[config.mk]
export PLATFORM = sky130hd
export DESIGN_NAME = ysyx_25030081_lsu
export DESIGN_NICKNAME = d
export VERILOG_FILES = /design/src/rtl/ysyx_25030081_lsu_pkg.sv /design/src/rtl/ysyx_25030081_lsu_align.sv /design/src/rtl/ysyx_25030081_lsu.sv
export SDC_FILE = /design/constraint.sdc
export NUM_CORES = 1
export LEC_CHECK = 0
export ABC_AREA = 0
export BUFFER_PORTS_ARGS = -buffer_cell sky130_fd_sc_hd__clkbuf_2
export CAP_MARGIN = 20
export CORE_MARGIN = 5
export CORE_UTILIZATION = 52
export DETAILED_ROUTE_END_ITERATION = 6
export GPL_TIMING_DRIVEN = 1
export PLACE_DENSITY = 0.92
export SYNTH_ARGS = -nofsm -noshare
export SYNTH_HDL_FRONTEND = slang
export SYNTH_HIERARCHICAL = 1
export SYNTH_SLANG_ARGS = --single-unit
export TNS_END_PERCENT = 30
[constraint.sdc]
create_clock -name clk -period 2.3 [get_ports clk]
set_input_delay 0.23 -clock clk [delete_from_list [all_inputs] [get_ports clk]]
set_output_delay 0.23 -clock clk [all_outputs]
set_load 0.02 [all_outputs]
[src/rtl/ysyx_25030081_lsu_pkg.sv]
// Shared LSU definitions: req_op width codes, FSM state encodings, decode helpers.
// Used by the decoder and by the LSU top and its lane-alignment sub-module.
// No ports (package).
package ysyx_25030081_lsu_pkg;

  // req_op width codes: bit2 = unsigned load, bit1 = word, bit0 = half
  localparam logic [2:0] OP_B  = 3'b000;
  localparam logic [2:0] OP_H  = 3'b001;
  localparam logic [2:0] OP_W  = 3'b010;
  localparam logic [2:0] OP_BU = 3'b100;
  localparam logic [2:0] OP_HU = 3'b101;

  // LSU FSM state encodings
  localparam logic [1:0] ST_IDLE = 2'd0;
  localparam logic [1:0] ST_REQ  = 2'd1;
  localparam logic [1:0] ST_WAIT = 2'd2;
  localparam logic [1:0] ST_RESP = 2'd3;

  // Unsigned widths exist only for loads; a store with bit2 set is illegal.
  function automatic logic op_legal(input logic [2:0] op, input logic is_store);
    logic ok;
    case (op)
      OP_B, OP_H, OP_W: ok = 1'b1;
      OP_BU, OP_HU:     ok = !is_store;
      default:          ok = 1'b0;
    endcase
    return ok;
  endfunction

  // Natural alignment check; only meaningful for legal codes.
  function automatic logic addr_aligned(input logic [2:0] op, input logic [1:0] lo);
    logic ok;
    if (op[1])
      ok = (lo == 2'b00);
    else if (op[0])
      ok = !lo[0];
    else
      ok = 1'b1;
    return ok;
  endfunction

endpackage

[src/rtl/ysyx_25030081_lsu_align.sv]
// Combinational lane alignment: store data replication + byte strobes, load
// byte/half extraction with sign or zero extension.
// Ports: op/offset select width and lane; store gates wstrb; wdata/rdata in, lane_wdata/wstrb/load_data out.
module ysyx_25030081_lsu_align
  import ysyx_25030081_lsu_pkg::*;
(
  input  logic [2:0]  op,
  input  logic [1:0]  offset,
  input  logic        store,
  input  logic [31:0] wdata,
  input  logic [31:0] rdata,
  output logic [31:0] lane_wdata,
  output logic [3:0]  wstrb,
  output logic [31:0] load_data
);

  logic [7:0]  byte_sel;
  logic [15:0] half_sel;
  logic        sign_ext;

  always_comb begin
    byte_sel = rdata[7:0];
    case (offset)
      2'd0: byte_sel = rdata[7:0];
      2'd1: byte_sel = rdata[15:8];
      2'd2: byte_sel = rdata[23:16];
      2'd3: byte_sel = rdata[31:24];
      default: byte_sel = rdata[7:0];
    endcase
  end

  assign half_sel = offset[1] ? rdata[31:16] : rdata[15:0];
  assign sign_ext = !op[2];

  // Replicating the data across all lanes lets the bus pick any lane by
  // strobe alone, so only the strobe depends on the address.
  always_comb begin
    lane_wdata = '0;
    wstrb      = 4'b0000;
    if (store) begin
      if (op[1]) begin
        lane_wdata = wdata;
        wstrb      = 4'b1111;
      end else if (op[0]) begin
        lane_wdata = {2{wdata[15:0]}};
        wstrb      = offset[1] ? 4'b1100 : 4'b0011;
      end else begin
        lane_wdata = {4{wdata[7:0]}};
        wstrb      = 4'b0001 << offset;
      end
    end
  end

  always_comb begin
    load_data = '0;
    if (op[1])
      load_data = rdata;
    else if (op[0])
      load_data = {{16{sign_ext & half_sel[15]}}, half_sel};
    else
      load_data = {{24{sign_ext & byte_sel[7]}}, byte_sel};
  end

endmodule

[src/rtl/ysyx_25030081_lsu.sv]
// Load/store unit: accepts one core request at a time, issues one bus access
// (req/gnt then rvalid) and returns a one-cycle response with data or fault.
// Ports: core req_* handshake in, resp_* pulse out; mem_* bus request out, mem_gnt/rvalid/rdata in.
module ysyx_25030081_lsu
  import ysyx_25030081_lsu_pkg::*;
#(
  parameter int XLEN = 32
) (
  input  logic            clk,
  input  logic            rst_n,
  input  logic            req_valid,
  output logic            req_ready,
  input  logic            req_ren,
  input  logic            req_wen,
  input  logic [2:0]      req_op,
  input  logic [XLEN-1:0] req_addr,
  input  logic [XLEN-1:0] req_wdata,
  output logic            resp_valid,
  output logic [XLEN-1:0] resp_rdata,
  output logic            resp_err,
  output logic            mem_req,
  output logic            mem_we,
  output logic [XLEN-1:0] mem_addr,
  output logic [XLEN-1:0] mem_wdata,
  output logic [3:0]      mem_wstrb,
  input  logic            mem_gnt,
  input  logic            mem_rvalid,
  input  logic [XLEN-1:0] mem_rdata
);

  logic [1:0]      state;
  logic [XLEN-1:0] addr_q;
  logic [XLEN-1:0] wdata_q;
  logic [XLEN-1:0] rdata_q;
  logic [2:0]      op_q;
  logic            ren_q;
  logic            wen_q;
  logic            err_q;

  logic            req_any;
  logic            req_ok;
  logic [XLEN-1:0] lane_wdata;
  logic [3:0]      lane_wstrb;
  logic [XLEN-1:0] load_data;

  // A request with neither ren nor wen is swallowed silently; one with both
  // is accepted but faulted (req_ok requires exactly one).
  assign req_any = req_valid && (req_ren || req_wen);
  assign req_ok  = (req_ren ^ req_wen)
                && op_legal(req_op, req_wen)
                && addr_aligned(req_op, req_addr[1:0]);

  ysyx_25030081_lsu_align u_align (
    .op         (op_q),
    .offset     (addr_q[1:0]),
    .store      (wen_q),
    .wdata      (wdata_q),
    .rdata      (mem_rdata),
    .lane_wdata (lane_wdata),
    .wstrb      (lane_wstrb),
    .load_data  (load_data)
  );

  always_ff @(posedge clk or negedge rst_n) begin
    if (!rst_n) begin
      state   <= ST_IDLE;
      addr_q  <= '0;
      wdata_q <= '0;
      rdata_q <= '0;
      op_q    <= 3'b000;
      ren_q   <= 1'b0;
      wen_q   <= 1'b0;
      err_q   <= 1'b0;
    end else begin
      case (state)
        ST_IDLE: begin
          if (req_any) begin
            addr_q  <= req_addr;
            wdata_q <= req_wdata;
            op_q    <= req_op;
            ren_q   <= req_ren;
            wen_q   <= req_wen;
            rdata_q <= '0;
            if (req_ok) begin
              state <= ST_REQ;
              err_q <= 1'b0;
            end else begin
              // faults skip the bus entirely
              state <= ST_RESP;
              err_q <= 1'b1;
            end
          end
        end
        ST_REQ: begin
          if (mem_gnt)
            state <= ST_WAIT;
        end
        ST_WAIT: begin
          if (mem_rvalid) begin
            // stores use rvalid only as a completion marker
            rdata_q <= ren_q ? load_data : '0;
            state   <= ST_RESP;
          end
        end
        ST_RESP: begin
          state   <= ST_IDLE;
          err_q   <= 1'b0;
          rdata_q <= '0;
        end
        default: state <= ST_IDLE;
      endcase
    end
  end

  // Bus outputs are driven only while requesting so they read as zero in
  // every other state, including reset; registers keep them stable until gnt.
  always_comb begin
    mem_req   = 1'b0;
    mem_we    = 1'b0;
    mem_addr  = '0;
    mem_wdata = '0;
    mem_wstrb = 4'b0000;
    if (state == ST_REQ) begin
      mem_req   = 1'b1;
      mem_we    = wen_q;
      mem_addr  = {addr_q[XLEN-1:2], 2'b00};
      mem_wdata = lane_wdata;
      mem_wstrb = lane_wstrb;
    end
  end

  assign req_ready  = (state == ST_IDLE);
  assign resp_valid = (state == ST_RESP);
  assign resp_rdata = (state == ST_RESP) ? rdata_q : '0;
  assign resp_err   = (state == ST_RESP) && err_q;

endmodule

==> results of run 1 <==
==> critical path, stage by stage, from the launching register on <==
cell,delay [ns]
dfrtp_1,0.56
buf_4,0.29
mux2i_1,0.23
o21ai_0,0.11
and2_1,0.17
and2_1,0.12
clkbuf_2,0.15
==> final cells by class <==
| class | count | area [um^2] |
|---|---|---|
| tap | 168 | 210.2 |
| sequential | 104 | 2606 |
| clock inverter | 7 | 53.80 |
| timing repair buffer | 233 | 1287 |
| clock buffer | 9 | 225.2 |
| inverter | 7 | 26.28 |
| fill | 962 | 4192 |
| multi-input combinational | 483 | 3461 |
==> state kept, by name, indices dropped and copies added, names as in the netlist <==
name / count
addr_q: 32
err_q: 1
op_q: 3
rdata_q: 32
ren_q: 1
state: 2
wdata_q: 32
wen_q: 1
==> Yosys cell counts (all sizes together) <==
cell	instances	area, um^2
a211o	1	8.760
a211oi	1	7.510
a21boi	8	60.06
a21oi	32	201.4
a22oi	8	60.06
a31oi	2	12.51
and2	118	738.2
buf	21	227.7
clkbuf	33	123.9
conb	1	3.750
dfrtp	104	2603
ha	5	62.56
inv	7	26.27
mux2	74	1077
mux2i	19	190.2
nand2	109	409.1
nand2b	1	13.76
nand3	1	5.000
nor2	4	15.01
nor2b	22	137.6
nor3	1	10.01
nor3b	3	38.79
nor4b	1	8.760
o21a	3	22.52
o21ai	60	300.3
o21bai	2	15.01
o22ai	2	12.51
o32a	1	10.01
o41ai	1	8.760
or2	2	12.52
==> cells by family after synthesis <==
family / count (synthesis) / synth area share, %
compound gates: 121 / 11.20
fa+ha+maj: 5 / 0.9741
buf+inv: 61 / 5.883
flops: 104 / 40.52
mux: 93 / 19.74
other cells: 1 / 0.05839
simple gates: 262 / 21.62
==> through the flow <==
stage               worst slack (ns)  hold WS, ns  instance area, um^2
floorplan                     0.3958     -0.06559                 6426
global placement              0.4162       0.1994                 7550
detailed placement            0.3479       0.1997                 7550
CTS                          0.01780       0.1040                 7848
global route               -0.003235       0.1002                 7870
finish                       0.08165       0.1161                 7870
==> power by group through the flow <==
stage / sequential [mW] / combinational (mW) / clock (mW)
final: 3.29 / 5.49 / 1.45
after detailed placement: 3.29 / 5.39 / 0
after CTS: 3.30 / 5.41 / 1.49
after floorplan: 3.00 / 4.31 / 0
after global routing: 3.37 / 5.97 / 1.56
after global placement: 3.27 / 5.23 / 0
==> final timing paths <==
kind                                         start                      end  slack (ns)  depth (start not counted)
max                            op_q[0]$_DFFE_PN0P_            mem_wdata[30]        0.08                          6
min                                   req_addr[29]   addr_q[29]$_DFFE_PN0P_        0.12                          2
max reg2reg                    op_q[0]$_DFFE_PN0P_  rdata_q[13]$_DFFE_PN0P_        0.36                          6
min reg2reg                rdata_q[25]$_DFFE_PN0P_  rdata_q[25]$_DFFE_PN0P_        0.48                          2
max in group asynchronous                    rst_n   rdata_q[0]$_DFFE_PN0P_        1.13                          3
min in group asynchronous                    rst_n  wdata_q[24]$_DFFE_PN0P_        0.38                          2
==> what timing repair did <==
action	CTS	global route
buffers inserted	0	2
gates cloned	0	0
hold endpoints to repair	29	0
pin swaps	0	0
setup endpoints to repair	2	1
hold buffers	1	0
gates resized for setup	3	2
==> routing by layer <==
| metal | global-route usage [%] | wire length, um | vias to the layer above |
|---|---|---|---|
| met5 | 0 | 0 | - |
| met4 | 8.473 | 402 | 0 |
| met3 | 6.247 | 1444 | 32 |
| met2 | 38.21 | 8527 | 252 |
| met1 | 29.67 | 7136 | 2575 |
| li1 | - | - | 2525 |
==> summary.md, run 1 <==
| Metric | Value |
|---|---|
| Top-Level Pins | 211 |
| Clock latency on the worst-skew pair | 0.34 ns |
| Most frequent cells in the layout | clkbuf_2, and2_1, nand2_1, dfrtp_1, mux2_4 |
| Worst min path class | in2reg |
| # rows | 40 |
| Logic pwr share | 53.7% |
| Register share of total power | 32.1% |
| First-pass GRT wire length | 27.33 mm |
| Post-Route WL | 17.51 mm |
| Cell area power density | 1300 mW/mm^2 |
| Slew @ Worst Pin | 0.5928 ns |
| Power Total | 10.23 mW |
| Commonest non-fill, non-tap cell in the layout | clkbuf_2 |
| RSZ-0062 raised after global routing | yes |
| Synth Register Bits | 104 |
| Layout area overhead | 22.54% |
| H-tree depth | 3 |
| Layout cells sized above 1 | 40.81% |
| Initial Util | 53.25% |
| Setup violations, final | 0 |
| NetSw | 4.293 mW |
| Yosys warns | 6 |
| # clock sinks | 104 |
| GRT Resource Usage Total | 23.30% |
| Post-DR vias/cell | 5.325 |
| Global placer's final weighted congestion | 0.8898 |
| DR vias | 5384 |
| Dpl cells | 992 |
| Share of the clock period used by the worst path | 96.45% |
| Final Core Density | 65.25% |
| Max Cap Violations | 0 |
| Crit Path Category | reg2out |
| DR pass1 iterations | 5 |
| Fin cells | 1011 |
| Clock power share | 14.2% |
| Initial antenna violation count | 0 |
| Core area | 0.01206 mm^2 |
| DR iter-0 viols | 644 |
| Grt ovf | 0 |
| Achievable frequency | 450.8 MHz |
| Die height | 121.1 um |
| DR WL/cell | 17.32 um |
| Setup TNS Final | 0 ns |
| LEAKAGE | 4.038 nW |
| Port Buf Inserts | 208 |
| VDD IR max | 0.6344 mV |
| Die X-Extent | 121.1 um |
| Slew Limit Fails | 0 |
| Largest net degree at the start of global routing | 65 |
| Mapped Cells | 647 |
| Final net count | 949 |
| # diodes | 0 |
| Crit path DAT | 1.99 ns |
| Status | completed |
| Internal power | 5.941 mW |
| Switching part of the total | 41.94% |
| Tmin final | 2.218 ns |
| # DRC | 0 |
| Worst-case clock buffer depth | 2 |
| Synth unique cells | 40 |
| CTS tree | yes |
| Dpl hpwl | 13.13 mm |
| Worst setup SP type | register |
| Critical path fanouts, max | 14 |
| Root Buffer | clkbuf_16 |
| Total CTS buffers | 9 |
| Final hold violation count | 0 |
| Number of global-route vias before repair | 5447 |
| Crit. End Element | primary output |
| Final ANT Viol Nets | 0 |
| Relative slew slack | 60.40% |
| Mean post-synth cell area | 9.926 um^2 |
| Layout Skew | 0.006313 ns |
| Reg clk slew, reported paths | 0.07 ns |
| Sequential cell area fraction in the yosys report | 40.52% |
| Post-synthesis cell area | 0.006422 mm^2 |
| Full die area | 0.01467 mm^2 |
| Required time of the critical path | 2.07 ns |
Note: power is estimated with default switching activity, not from simulation.
==> run 2, diff against run 1 <==
--- a/config.mk
+++ b/config.mk
@@ -9,10 +9,11 @@
 export BUFFER_PORTS_ARGS = -buffer_cell sky130_fd_sc_hd__clkbuf_2
 export CAP_MARGIN = 20
 export CORE_MARGIN = 5
-export CORE_UTILIZATION = 52
+export CORE_UTILIZATION = 53
+export CTS_BUF_LIST = sky130_fd_sc_hd__clkbuf_2
 export DETAILED_ROUTE_END_ITERATION = 6
 export GPL_TIMING_DRIVEN = 1
-export PLACE_DENSITY = 0.92
+export PLACE_DENSITY = 0.93
 export SYNTH_ARGS = -nofsm -noshare
 export SYNTH_HDL_FRONTEND = slang
 export SYNTH_HIERARCHICAL = 1
==> run 2 against run 1 <==
  * The run now ends with negative setup slack left
  * Critical path depth decreased by 1
  * Register-to-register slack got worse by 0.19 ns
  * Clock skew increased by 0.027 ns
  * First-iteration DRC count increased by 16%
  * Clock-buffer cell count increased by 1
  * Wire length increased by 33%
  * Maximum frequency decreased by 11%
  * Sequential share of layout area decreased by 5.1 points
  * Largest cell class unchanged
  * Cell area increased by 19%
  * Total power increased by 9.3%
  * Hold slack got worse by 0.093 ns
==> summary.md, run 2 (synthesis results as in run 1) <==
| Metric | Value |
|---|---|
| Status | complete, but fails checks (was completed) |
| Failing checks | negative setup slack |
| # diodes | 0 (unchanged) |
| Layout Skew | 0.03285 ns (was 0.006313 ns) |
| First-pass GRT wire length | 33.27 mm (was 27.33 mm) |
| Reg clk slew, reported paths | 0.29 ns (was 0.07 ns) |
| RSZ-0062 raised after global routing | yes (unchanged) |
| Critical path fanouts, max | 12 (was 14) |
| Relative slew slack | 57.66% (was 60.40%) |
| Die height | 120.1 um (was 121.1 um) |
| Power Total | 11.19 mW (was 10.23 mW) |
| Number of global-route vias before repair | 6303 (was 5447) |
| Post-Route WL | 23.25 mm (was 17.51 mm) |
| # fillers | 724 (was 962) |
| Cell area power density | 1199 mW/mm^2 (was 1300 mW/mm^2) |
| Grt ovf | 0 (unchanged) |
| Top-Level Pins | 211 (unchanged) |
| Worst min path class | in2reg (unchanged) |
| Full die area | 0.01442 mm^2 (was 0.01467 mm^2) |
| Commonest non-fill, non-tap cell in the layout | clkbuf_2 (unchanged) |
| Critical Path, Cell by Cell | clkbuf_4 > o21ai_0 > a21boi_0 > and2_1 > clkbuf_2 (was buf_4 > mux2i_1 > o21ai_0 > and2_1 > and2_1 > clkbuf_2) |
| Share of the clock period used by the worst path | 108.2% (was 96.45%) |
| CP max stage delay | 0.61 ns (was 0.56 ns) |
| # clock sinks | 104 (unchanged) |
| Global placer's final weighted congestion | 0.9065 (was 0.8898) |
| Root Buffer | clkbuf_2 (was clkbuf_16) |
| GRT Resource Usage Total | 29.14% (was 23.30%) |
| Slew @ Worst Pin | 0.6330 ns (was 0.5928 ns) |
| Initial antenna violation count | 0 (unchanged) |
| Most frequent cells in the layout | clkbuf_2, nand2_1, and2_1, dlygate4sd3_1, dfrtp_1 (was clkbuf_2, and2_1, nand2_1, dfrtp_1, mux2_4) |
| Total CTS buffers | 9 (unchanged) |
| Crit Path Category | reg2out (unchanged) |
| Max Cap Violations | 0 (unchanged) |
| Final ANT Viol Nets | 0 (unchanged) |
| DR WL/cell | 20.76 um (was 17.32 um) |
| Setup violations, final | 18 (was 0) |
| WP buf/inv | 2 (unchanged) |
| Worst-case clock buffer depth | 2 (unchanged) |
| Register area | 0.002614 mm^2 (was 0.002606 mm^2) |
| Worst setup SP type | register (unchanged) |
| Tmin final | 2.489 ns (was 2.218 ns) |
| Area of the multi-input gates | 0.003565 mm^2 (was 0.003461 mm^2) |
| Crit. End Element | primary output (unchanged) |
| # DRC | 0 (unchanged) |
| DR iter-0 viols | 747 (was 644) |
| Die X-Extent | 120.1 um (was 121.1 um) |
| LEAKAGE | 4.660 nW (was 4.038 nW) |
| DR vias | 6313 (was 5384) |
| Top flop regs | addr_q: 32 flops, rdata_q: 32 flops, wdata_q: 32 flops (unchanged) |
| Layout area overhead | 45.28% (was 22.54%) |
| Slew Limit Fails | 0 (unchanged) |
| H-tree depth | 3 (unchanged) |
| Core area | 0.01196 mm^2 (was 0.01206 mm^2) |
| Largest net degree at the start of global routing | 65 (unchanged) |
| Achievable frequency | 401.8 MHz (was 450.8 MHz) |
| Crit path DAT | 2.26 ns (was 1.99 ns) |
| Critical path's top delay family | flip-flops (unchanged) |
| Final net count | 1079 (was 949) |
| Fin cells | 1120 (was 1011) |
| CP max stage cell | dfrtp_4 (was dfrtp_1) |
| CTS tree | yes (unchanged) |
| # rows | 40 (unchanged) |
| Post-DR vias/cell | 5.637 (was 5.325) |
| VDD IR max | 0.7443 mV (was 0.6344 mV) |
| Setup TNS Final | -0.9192 ns (was 0 ns) |
| Clock latency on the worst-skew pair | 0.63 ns (was 0.34 ns) |
| Required time of the critical path | 2.07 ns (about the same) |
| Initial Util | 53.69% (was 53.25%) |
| Setup ws final | -0.1886 ns (was 0.08165 ns) |
| Dpl hpwl | 12.47 mm (was 13.13 mm) |
| Final hold violation count | 0 (unchanged) |
| Layout cells sized above 1 | 40.90% (was 40.81%) |
| DR pass1 iterations | 5 (unchanged) |
| Port Buf Inserts | 208 (unchanged) |
| Dpl cells | 970 (was 992) |
run 2: changes by cell type in the layout (fill, tap and decap cells not counted), sizes merged:
cell,change
inv,-3
bufinv,+1
buf,+45
clkinv,+2
clkbuf,-16
clkinvlp,-1
dlygate4sd3,+102
run 2: path summary, 6_finish.rpt:
kind | startpoint | to | slack, ns | depth (start not counted)
max | op_q[1]$_DFFE_PN0P_ | mem_wdata[14] | -0.19 | 5
min in group asynchronous | rst_n | rdata_q[10]$_DFFE_PN0P_ | 0.15 | 3
max in group asynchronous | rst_n | wdata_q[27]$_DFFE_PN0P_ | 1.14 | 3
max reg2reg | op_q[1]$_DFFE_PN0P_ | rdata_q[30]$_DFFE_PN0P_ | 0.17 | 8
min | mem_gnt | state[0]$_DFFE_PN0P_ | 0.02 | 3
min reg2reg | rdata_q[25]$_DFFE_PN0P_ | rdata_q[25]$_DFFE_PN0P_ | 0.51 | 2
run 2: final cells by class:
type                    instances  area share (%)
inverters                       7          0.2816
well taps                     147           1.971
clock buffers                  10          0.5364
flip-flops and latches        104           28.01
multi-input cells             483           38.21
repair buffers                363           30.35
clock inverters                 6          0.6437
run 2: routing by layer:
metal / wire (um) / share of wire (%) / track usage (%) / vias up
met2: 11690 / 50 / 51.11 / 430
met1: 8484 / 36 / 33.39 / 2993
li1: - / - / - / 2782
met3: 1947 / 8.4 / 7.022 / 108
met5: 0 / 0 / 0 / -
met4: 1127 / 4.8 / 13.60 / 0
run 2: per-stage QoR:
| step | area [um^2] | utilization [%] | hold slack [ns] | worst slack, ns |
|---|---|---|---|---|
| detailed placement | 7528 | 62.94 | 0.09504 | 0.4335 |
| CTS | 8875 | 74.19 | 0.001126 | -0.05419 |
| finish | 9330 | 78.00 | 0.02305 | -0.1886 |
| global route | 9330 | 78.00 | 0.003455 | -0.2682 |
| floorplan | 6426 | - | -0.06559 | 0.3958 |
| global placement | 7528 | 62.94 | 0.09567 | 0.4837 |
run 2: where the power goes:
group / internal (mW) / switching (mW)
registers: 2.63 / 0.729
logic: 3.47 / 3.45
clock network: 0.250 / 0.657
run 2: tightest hold or removal path, delay by kind of cell:
family / cells / cell delay [ns]
compound gates: 1 / 0.27
simple gates: 1 / 0.05
buf+inv: 1 / 0.07
run 2: what timing repair did:
action / in CTS / in global routing
endpoints found under the setup margin: 63 / 79
buffers inserted: 11 / 17
gates cloned: 1 / 3
endpoints found under the hold margin: 205 / 0
hold buffers: 103 / 0
resized for setup: 28 / 101
pin swaps: 0 / 10
==> run 3, diff against run 2 <==
==> constraint.sdc (replaced) <==
create_clock -name clk -period 2.3 [get_ports clk]
set_input_delay 0 -clock clk [delete_from_list [all_inputs] [get_ports clk]]
set_output_delay 0 -clock clk [all_outputs]
set_load 0.02 [all_outputs]
==> run 3 against run 2 <==
  * The flow now finishes without violations
  * Cell area down 5.9%
  * Total power down 11%
  * Cell count is 1.9% lower
  * Clock power down 3.3%
  * Via count is 7.5% lower
  * Worst setup slack improved by 0.24 ns
  * Sequential share of layout area rose by 1.7 points
  * Non-clock buffer count decreased by 22
  * Wire length decreased by 13%
  * Clock-buffer cell count unchanged
  * Largest cell class unchanged
  * Highest routed layer unchanged
==> summary.md, run 3 (synthesis results as in run 1) <==
| Metric | Value |
|---|---|
| Most frequent cells in the layout | clkbuf_2, and2_1, nand2_1, dlygate4sd3_1, dfrtp_1 (was clkbuf_2, nand2_1, and2_1, dlygate4sd3_1, dfrtp_1) |
| Core area | 0.01196 mm^2 (unchanged) |
| Final net count | 1057 (was 1079) |
| Critical path's top delay family | buffers and inverters (was flip-flops) |
| Layout area overhead | 36.68% (was 45.28%) |
| CTS tree | yes (unchanged) |
| Worst setup SP type | register (unchanged) |
| First-pass GRT wire length | 31.31 mm (was 33.27 mm) |
| # rows | 40 (unchanged) |
| Status | completed (was complete, but fails checks) |
| Post-Route WL | 20.19 mm (was 23.25 mm) |
| # DRC | 0 (unchanged) |
| Max Cap Violations | 0 (unchanged) |
| Achievable frequency | 444.0 MHz (was 401.8 MHz) |
| Tmin final | 2.252 ns (was 2.489 ns) |
| Full die area | 0.01442 mm^2 (unchanged) |
| Largest net degree at the start of global routing | 69 (was 65) |
| # fillers | 794 (was 724) |
| Die height | 120.1 um (unchanged) |
| Slew Limit Fails | 0 (unchanged) |
| Setup violations, final | 0 (was 18) |
| DR vias | 5839 (was 6313) |
| Crit path DAT | 2.76 ns (was 2.26 ns) |
| CP max stage cell | dlygate4sd3_1 (was dfrtp_4) |
| Worst-case clock buffer depth | 2 (unchanged) |
| Power Total | 9.982 mW (was 11.19 mW) |
| Layout Skew | 0.02981 ns (was 0.03285 ns) |
| Dpl hpwl | 12.33 mm (was 12.47 mm) |
| VDD IR max | 0.6103 mV (was 0.7443 mV) |
| GRT Resource Usage Total | 27.26% (was 29.14%) |
| RSZ-0062 raised after global routing | yes (unchanged) |
| Final hold violation count | 0 (unchanged) |
| Reg clk slew, reported paths | 0.29 ns (about the same) |
| # clock sinks | 104 (unchanged) |
| Clock latency on the worst-skew pair | 0.56 ns (was 0.63 ns) |
| Initial antenna violation count | 2 (was 0) |
| DR pass1 iterations | 6 (was 5) |
| Share of the clock period used by the worst path | 97.92% (was 108.2%) |
| Post-DR vias/cell | 5.313 (was 5.637) |
| Global placer's final weighted congestion | 0.9298 (was 0.9065) |
| Relative slew slack | 57.17% (was 57.66%) |
| Total CTS buffers | 9 (unchanged) |
| Number of global-route vias before repair | 6032 (was 6303) |
| Grt ovf | 0 (unchanged) |
| LEAKAGE | 4.425 nW (was 4.660 nW) |
| Top flop regs | addr_q: 32 flops, rdata_q: 32 flops, wdata_q: 32 flops (unchanged) |
| Cell area power density | 1137 mW/mm^2 (was 1199 mW/mm^2) |
| Crit Path Category | reg2reg (was reg2out) |
| DR WL/cell | 18.37 um (was 20.76 um) |
| Required time of the critical path | 2.81 ns (was 2.07 ns) |
| CP max stage delay | 0.62 ns (was 0.61 ns) |
| Slew @ Worst Pin | 0.6412 ns (was 0.6330 ns) |
| Commonest non-fill, non-tap cell in the layout | clkbuf_2 (unchanged) |
| Layout cells sized above 1 | 36.63% (was 40.90%) |
| Root Buffer | clkbuf_2 (unchanged) |
| Critical Path, Cell by Cell | nor2b_1 > buf_4 > a22oi_1 > o21ai_0 > dlygate4sd3_1 > nand2_1 > o21ai_1 (was clkbuf_4 > o21ai_0 > a21boi_0 > and2_1 > clkbuf_2) |
| Worst min path class | in2reg (unchanged) |
| Top-Level Pins | 211 (unchanged) |
| Port Buf Inserts | 208 (unchanged) |
| DR iter-0 viols | 586 (was 747) |
| Initial Util | 53.69% (unchanged) |
| Final Core Density | 73.39% (was 78.00%) |
| WP buf/inv | 2 (unchanged) |
| Final ANT Viol Nets | 0 (unchanged) |
| Die X-Extent | 120.1 um (unchanged) |
| H-tree depth | 3 (unchanged) |
| Crit. End Element | register (was primary output) |
| Reg2reg setup slack | 0.05 ns (was 0.17 ns) |
| Critical path fanouts, max | 7 (was 12) |
-- run 3: area by class of cell --
cell class | count | area, um^2 | share of cell area, %
antenna | 2 | 5.005 | 0.05701
clock buffer | 10 | 50.05 | 0.5701
clock inverter | 5 | 63.81 | 0.7269
inverter | 7 | 26.28 | 0.2993
multi-input combinational | 483 | 3477 | 39.61
sequential | 104 | 2609 | 29.72
tap | 147 | 183.9 | 2.095
timing repair buffer | 341 | 2364 | 26.92
-- run 3: stage by stage --
step	setup TNS [ns]	instances	worst slack (ns)	instance area [um^2]	hold WS, ns
finish	0	1099	0.04780	8778	0.1850
global route	-0.04493	1099	-0.04493	8778	0.1270
CTS	0	1093	0.04035	8711	0.1329
detailed placement	0	967	0.3360	7468	0.04903
global placement	0	967	0.4255	7468	0.03075
floorplan	0	648	0.3958	6426	-0.2956
-- run 3: worst paths after layout --
check,from,end,cells past startpoint
worst max-delay path,addr_q[0]$_DFFE_PN0P_,rdata_q[4]$_DFFE_PN0P_,7
worst min-delay path,req_addr[16],addr_q[16]$_DFFE_PN0P_,3
worst max register to register,addr_q[0]$_DFFE_PN0P_,rdata_q[4]$_DFFE_PN0P_,7
worst min register to register,ren_q$_DFFE_PN0P_,ren_q$_DFFE_PN0P_,2
max in group asynchronous,rst_n,rdata_q[31]$_DFFE_PN0P_,4
min in group asynchronous,rst_n,wdata_q[8]$_DFFE_PN0P_,3
-- run 3: timing repair --
item | 4_1_cts | 5_1_grt
setup endpoints to repair | 51 | 70
hold buffers | 110 | 0
buffers inserted | 1 | 4
pin swaps | 0 | 0
resized for setup | 5 | 9
endpoints found under the hold margin | 208 | 0
-- run 3: routing by layer --
metal | track usage (%) | wire length, um | part of all wire (%) | up-vias
met5 | 0 | 0 | 0 | -
met4 | 8.375 | 535 | 2.6 | 0
met3 | 6.362 | 1448 | 7.2 | 46
met2 | 49.46 | 10310 | 51 | 283
met1 | 31.79 | 7901 | 39 | 2771
li1 | - | - | - | 2739
-- run 3: worst min-delay path, cell delays in order --
cell and delay [ns]:
dlygate4sd3_1 0.52, clkbuf_2 0.10, mux2_4 0.13
-- run 3: where the power goes --
part	internal, mW	switching (mW)	leakage [nW]
combinational	2.73	3.04	3.06
clock	0.262	0.615	0.0694
sequential	2.62	0.722	1.30
total	5.61	4.37	4.42
